==> src/rtl/seq_div_48by24_pkg.sv <==
// Shared definitions for the sequential restoring divider: default width and FSM encoding.
package seq_div_48by24_pkg;
  localparam int DIV_WIDTH = 24;

  typedef enum logic [1:0] {
    IDLE = 2'd0,
    RUN  = 2'd1,
    DONE = 2'd2
  } div_state_e;
endpackage

==> src/rtl/seq_div_48by24_div_step_unit.sv <==
// One restoring-division step: shift in the next dividend bit, subtract the divisor if it fits.
module div_step_unit
  import seq_div_48by24_pkg::*;
#(
  parameter int WIDTH = DIV_WIDTH
) (
  input  logic [WIDTH:0]   i_p,
  input  logic             i_bit,
  input  logic [WIDTH-1:0] i_divisor,
  output logic [WIDTH:0]   o_p,
  output logic             o_qbit
);
  logic [WIDTH:0] w_shift;
  logic [WIDTH:0] w_diff;

  assign w_shift = {i_p[WIDTH-1:0], i_bit};
  assign w_diff  = w_shift - {1'b0, i_divisor};
  // A set top bit in P would shift out past WIDTH+1 bits, so the divisor always fits then.
  assign o_qbit  = i_p[WIDTH] | (w_shift >= {1'b0, i_divisor});
  assign o_p     = o_qbit ? w_diff : w_shift;
endmodule

==> src/rtl/seq_div_48by24.sv <==
// Sequential restoring divider: 2*WIDTH-bit dividend by WIDTH-bit divisor, one quotient bit per clock.
module seq_div_48by24
  import seq_div_48by24_pkg::*;
#(
  parameter int WIDTH = DIV_WIDTH
) (
  input  logic                 clk,
  input  logic                 rst,
  input  logic                 start,
  input  logic [2*WIDTH-1:0]   dividend,
  input  logic [WIDTH-1:0]     divisor,
  output logic [2*WIDTH-1:0]   quotient,
  output logic [WIDTH-1:0]     remainder,
  output logic                 busy,
  output logic                 done,
  output logic                 div_by_zero
);
  localparam int QW = 2 * WIDTH;
  localparam int CW = $clog2(QW);
  localparam logic [CW-1:0] LAST = CW'(QW - 1);

  div_state_e     r_state, w_state_nxt;
  logic [WIDTH:0] r_p, w_p_nxt;
  logic [QW-1:0]  r_q;
  logic [WIDTH-1:0] r_d;
  logic [CW-1:0]  r_cnt;
  logic           w_qbit, w_accept, w_last;

  div_step_unit #(.WIDTH(WIDTH)) u_step (
    .i_p      (r_p),
    .i_bit    (r_q[QW-1]),
    .i_divisor(r_d),
    .o_p      (w_p_nxt),
    .o_qbit   (w_qbit)
  );

  assign w_last = (r_cnt == LAST);
  assign busy   = (r_state == RUN);
  assign done   = (r_state == DONE);

  always_ff @(posedge clk) begin
    if (!rst) r_state <= IDLE;
    else      r_state <= w_state_nxt;
  end

  always_comb begin
    w_state_nxt = r_state;
    w_accept    = 1'b0;
    case (r_state)
      IDLE: if (start) begin
        w_accept    = 1'b1;
        w_state_nxt = (divisor == '0) ? DONE : RUN;
      end
      RUN:  if (w_last) w_state_nxt = DONE;
      DONE: w_state_nxt = IDLE;
      default: w_state_nxt = IDLE;
    endcase
  end

  always_ff @(posedge clk) begin
    if (!rst) begin
      r_p         <= '0;
      r_q         <= '0;
      r_d         <= '0;
      r_cnt       <= '0;
      quotient    <= '0;
      remainder   <= '0;
      div_by_zero <= 1'b0;
    end else if (w_accept) begin
      r_p   <= '0;
      r_q   <= dividend;
      r_d   <= divisor;
      r_cnt <= '0;
      // Zero divisor skips iteration and reports the saturated quotient immediately.
      if (divisor == '0) begin
        quotient    <= '1;
        remainder   <= dividend[WIDTH-1:0];
        div_by_zero <= 1'b1;
      end else begin
        quotient    <= '0;
        remainder   <= '0;
        div_by_zero <= 1'b0;
      end
    end else if (r_state == RUN) begin
      r_p   <= w_p_nxt;
      r_q   <= {r_q[QW-2:0], w_qbit};
      r_cnt <= r_cnt + 1'b1;
      if (w_last) begin
        quotient  <= {r_q[QW-2:0], w_qbit};
        remainder <= w_p_nxt[WIDTH-1:0];
      end
    end
  end
endmodule

==> config.mk <==
export PLATFORM = sky130hd
export DESIGN_NAME = seq_div_48by24
export DESIGN_NICKNAME = d
export VERILOG_FILES = /design/src/rtl/seq_div_48by24_pkg.sv /design/src/rtl/seq_div_48by24_div_step_unit.sv /design/src/rtl/seq_div_48by24.sv
export SDC_FILE = /design/constraint.sdc
export NUM_CORES = 1
export LEC_CHECK = 0
export ABC_CLOCK_PERIOD_IN_PS = 2700
export BUFFER_PORTS_ARGS = -buffer_cell sky130_fd_sc_hd__buf_2
export CORE_ASPECT_RATIO = 0.75
export CORE_MARGIN = 2
export CORE_UTILIZATION = 45
export DETAILED_ROUTE_END_ITERATION = 10
export GPL_ROUTABILITY_DRIVEN = 1
export PLACE_DENSITY = 0.66
export SETUP_SLACK_MARGIN = 0.4
export SYNTH_ARGS = -nofsm -noshare
export SYNTH_HDL_FRONTEND = slang
export SYNTH_SLANG_ARGS = --single-unit
==> constraint.sdc <==
create_clock -name clk -period 2.7 [get_ports clk]
set_input_delay 0.135 -clock clk [delete_from_list [all_inputs] [get_ports clk]]
set_output_delay 0.135 -clock clk [all_outputs]
set_load 0.03 [all_outputs]
Yosys cells after proc, flatten, opt, wreduce, memory -nomap -nowiden
Cells that the tools add are included.
Widths: inputs -> output; s select.

operators by class
  shifts and indexed selects = 0
  div/mod/pow operators = 0
  magnitude comparators = 1
  $mul = 0
  add/sub/neg operators = 2
  multiplexer cells = 18
  bitwise operators = 2
  equality and inequality tests = 5
  reduce and logical (&&, ||, !) cells = 7

operator list
  kind                 count
  $mux 48              6
  $mux 24              4
  $ge 25x24->1         1
  $mux 25              1
  $sub 25x24->25       1
  $logic_not 24->1     1
  $add 6x1->6 const B  1
  $eq 6x6->1 const B   1
  $mux 2               3
  $pmux 2 s2           1
  $reduce_and 2->1     2
  $reduce_bool 2->1    2
  $mux 1               3
  $eq 2x1->1 const B   1
  $eq 2x2->1 const B   1
  $logic_not 2->1      1
  $ne 2x1->1 const B   1
  $ne 2x2->1 const B   1
  $reduce_or 2->1      1
  $not 1->1            1
  $or 1x1->1           1

word-level totals
  latch bits = 0
  word-level logic and storage cells = 43
  bits in read-only memories = 0
  RAM bits = 0
  bits of input ports = 75
  register bits after elaboration = 178
  memories = 0
  output and inout bits = 75

Logic depth before layout (Yosys ltp)
  depth in word-level cells = 6
  gate-level depth with buffers = 13
  gate-level depth less buffers = 11

Hierarchy
From an unflattened synthesis, not the netlist that was laid out.

unflattened totals
  cells, all modules = 1147
  area total of the unflattened synthesis = 9208.8 um2

modules (own cells, without submodules)
  module          instances  sequential area each (um2)  cells an instance  area an instance (um2)
  seq_div_48by24  1          3563.4                      891                7413.4
  div_step_unit   1          0.0                         256                1795.5

Worst setup path before layout
Ideal clock, no wire load.

  path type = register to register
  start point = register r_d[1]
  end point = register r_p[18]
  buffers on the path = 2
  setup slack = 0.213 ns
  period minus slack after synthesis = 2.487 ns
  setup time = 0.149 ns
  data required time = 2.551 ns
  data arrival time = 2.338 ns
  stages on the path, launching flop included = 13
  cell sequence = dfxtp_1 inv_1 ha_1 nor2b_1 o21bai_4 a211oi_4 o31ai_4 a211o_1 buf_6 nand2_8 buf_8 mux2i_1 a21oi_1

on the way
  cells in the longest elaborated chain, start to end = 3
  elaborated cells on any way between the ends = 4
  classes of those cells = 1 x add/sub; 1 x order compare; 1 x mux; 1 x bitwise

RTL lines
  element                   line                                RTL
  start: declaration        seq_div_48by24.sv:25                logic [WIDTH-1:0] r_d;
  start signal: assignment  seq_div_48by24.sv:72                r_d <= divisor;
  $ge 25x24->1              seq_div_48by24_div_step_unit.sv:19  assign o_qbit = i_p[WIDTH] | (w_shift >= {1'b0, i_divisor});
  $or 1x1->1                seq_div_48by24_div_step_unit.sv:19
  $mux 25 (*)               seq_div_48by24_div_step_unit.sv:20  assign o_p = o_qbit ? w_diff : w_shift;
  end signal: assignment    seq_div_48by24.sv:85                r_p <= w_p_nxt;
  end: declaration          seq_div_48by24.sv:23                logic [WIDTH:0] r_p, w_p_nxt;

Every way passes the cells marked *; elsewhere a longest branch is shown, timed or not.
A chain may end at the register's enable or synchronous reset.

Final worst setup path
  start point = register r_p[13]
  end point = register r_p[4]

on the way
  cells in the longest elaborated chain, start to end = 3

RTL lines
  element       line
  $ge 25x24->1  seq_div_48by24_div_step_unit.sv:19
  $or 1x1->1    seq_div_48by24_div_step_unit.sv:19
  $mux 25       seq_div_48by24_div_step_unit.sv:20

Every way passes these cells.

==> metrics.txt <==
HPWL after DPL=around 19 mm; root buffer cell=clkbuf_16; minimum clock period=2.64 ns; Post-Syn Instances=about 1.1k; clk slew on worst S/H paths=~0.070 ns; first-pass GRT wire length=between 40 and 50 mm; Pre-antenna DRT Iters=5; Hold Violations, Final=1; Area contributors post-synth=dfxtp_1 (41%), nand2_1 (8.8%), a21oi_1 (5.6%); via count=roughly 9k; Synth Register Bits=between 150 and 200; Slowest cell on crit path=dfxtp_1; setup tns final=0 ns; leading area contributor after synthesis=dfxtp_1; initial antenna violation count=0; # clock sinks=178; share of the synthesized area in the top cell type=0.415; Tcrit/Tclk final=0.977; pwr dens=743 nW/um2; Slew headroom=0.464; Yosys warnings=0; worst skew pair latency=around 0.43 ns; gr ovfl total=0; Rows=43; cell mode on critical path=a21oi_1; cts bufs inserted=17; worst path bufs/invs=2; failing checks=hold timing; post-synthesis cell type count=between 50 and 60; total of max-cap violations=0; Final GP Congestion=~0.93; DIE WIDTH=between 150 and 200 um; worst slew pin tran=0.804 ns; GRT Util Overall=0.284; Peak VDD IR=~0.00048 V; n_diodes=0; final WL=29.2 mm; Post-route DRC=0; Final ANT Viol Nets=0; Mean Syn Cell Area=about 8 um2; CP peak stage delay=0.46 ns; Ports=150; fill cell total of the finished layout=between 1.5k and 2k; CTS tree=built; worst path required time=~3 ns; die area=between 20000 and 25000 um2; Critical Path Source Type=flop; FMAX=about 0.38 GHz; Placeable Area=approximately 19000 um2; Crit Path Max Fanout=7; layout cell share with drive strength beyond 1=0.301; ys flop type=dfxtp_1; CP cell instances=ha_1 > a21oi_1 > o21ai_0 > nor2_1 > buf_4 > a211o_4 > buf_12 > nand2_8 > mux2i_4 > a21oi_1; Crit path max-delay family=compound AO/OA/AOI/OAI gates; Clock Tree Buf Depth=2; asr flop ratio synth=0; initial core utilization=0.462; initial DRC count=~1.0k; worst hold margin=-0.000629 ns; via density per instance=just under 6; largest net degree at the start of global routing=87; port bufs=around 150; clk_skew=around 0.013 ns; Hold Crit Class=in2reg; number of global-route vias before repair=approximately 8.5k; sequential area share after synthesis=0.415; crit path DAT=just under 3 ns; Final Setup Violations=0; LEAKAGE=4.84 nW; Pins Over Slew Limit=0; Final Util=0.645; status=complete, but fails checks; fin nets=approximately 1.4k; H-tree levels=4; average routed wire per standard cell=~18 um; Crit Path Class=reg2reg; synthesized area=between 8000 and 9000 um2; Setup crit end kind=flop; area grow syn2layout=39.6%; syn nets=~1.2k; Post-synth EDFFs=0; RSZ-0062 raised after global routing=yes; Die Y=124 um
[worst min-delay path: stages]
cell       delay [ns]
buf_2            0.10
a2bb2oi_1        0.07
a21oi_2          0.09
[metal layers]
metal,global-route usage,wire length [um],vias up
met3,0.0503,2180,71
met4,0.107,830,0
met2,0.423,12600,433
li1,-,-,4380
met5,0,0,-
met1,0.410,13500,4359
[timing repair]
action,CTS,global route
gates resized for setup,67,67
endpoints found under the hold margin,60,0
pin swaps,30,51
hold buffers,57,0
setup endpoints to repair,51,64
buffers inserted,19,9
cloned,2,1
[power breakdown]
| group | switching [W] | internal (W) |
|---|---|---|
| combinational | 0.00180 | 0.00143 |
| sequential | 0.000145 | 0.00279 |
| clock | 0.00116 | 0.00158 |
[per-stage QoR]
| stage | setup slack, ns | area, um2 | std cells | power, W | hold WS (ns) |
|---|---|---|---|---|---|
| floorplan | 0.331 | 8730 | 1086 | 0.00456 | 0.250 |
| detailed placement | -0.125 | 9970 | 1462 | 0.00523 | 0.364 |
| global route | 0.00980 | 12000 | 1582 | 0.00928 | 0.00314 |
| global placement | -0.0166 | 9970 | 1462 | 0.00522 | 0.364 |
| CTS | 0.165 | 11600 | 1572 | 0.00840 | 0.000531 |
| finish | 0.0626 | 12000 | 1582 | 0.00892 | -0.000629 |
[cells in the final DEF, fill, tap and decap left out, drive strengths merged, types with 19 or more instances in the layout]
| master | Yosys | routed |
|---|---|---|
| nand3 | 19 | 19 |
| a31oi | 21 | 21 |
| nor2 | 117 | 117 |
| o21ai | 61 | 61 |
| a311oi | 47 | 47 |
| inv | 28 | 36 |
| buf | 19 | 245 |
| nand2 | 202 | 203 |
| a21oi | 98 | 98 |
| a221oi | 36 | 36 |
| dfxtp | 178 | 178 |
| dlygate4sd3 | 0 | 57 |
| ha | 25 | 25 |
[cells in the mapped netlist (6+ instances only)]
library cell    n
nor2b_1         6
nand2_1       201
nor2_1        117
dfxtp_1       178
and3_1          6
a221oi_1       36
o21ai_1        18
mux2i_1        11
ha_1           25
a211oi_1        7
a2bb2oi_1       6
buf_1          10
nor3_1         13
a31oi_1        21
o211ai_1        9
clkbuf_1       68
nand4_1        12
a21oi_1        97
nand2b_1        6
a22oi_1        12
nor4_1          8
or3_1           7
a311oi_1       47
a21o_1          9
xor2_1          9
nand3_1        19
o21ai_0        43
xnor2_1        10
inv_1          27
[registers in the layout (all words and copies together), names as in the netlist]
signal       count
div_by_zero      1
r_cnt            6
r_state          2
r_d             24
quotient        48
r_q             48
remainder       24
r_p             25
[path summary, 6_finish.rpt]
| kind | from | endpoint | slack (ns) | cells after the start |
|---|---|---|---|---|
| max reg2reg | r_p[13] | r_p[4] | 0.06 | 10 |
| min | dividend[22] | remainder[22] | -0.0006 | 3 |
| min reg2reg | r_d[17] | r_d[17] | 0.45 | 2 |
| max | r_p[13] | r_p[4] | 0.06 | 10 |
[logic make-up (layout without fill, tap and decap cells)]
family	after synthesis	after routing	share of synthesized area
and+or+nand+nor	405	407	0.200
DFF	178	178	0.415
xor gates and xnor gates	19	19	0.0194
muxes	11	11	0.0128
AOI/OAI and AO/OA	331	331	0.260
buffers and inverters	116	363	0.0544
adders and majority gates	26	26	0.0387
[area by class of cell]
class	instances	area, um2	area share
clock buffers	17	425	0.0354
flip-flops and latches	178	3590	0.299
clock inverters	15	216	0.0180
multi-input cells	794	5240	0.436
inverters	29	110	0.00917
repair buffers	302	2120	0.176
well taps	247	309	0.0258
Note: power is estimated with default switching activity, not from simulation.
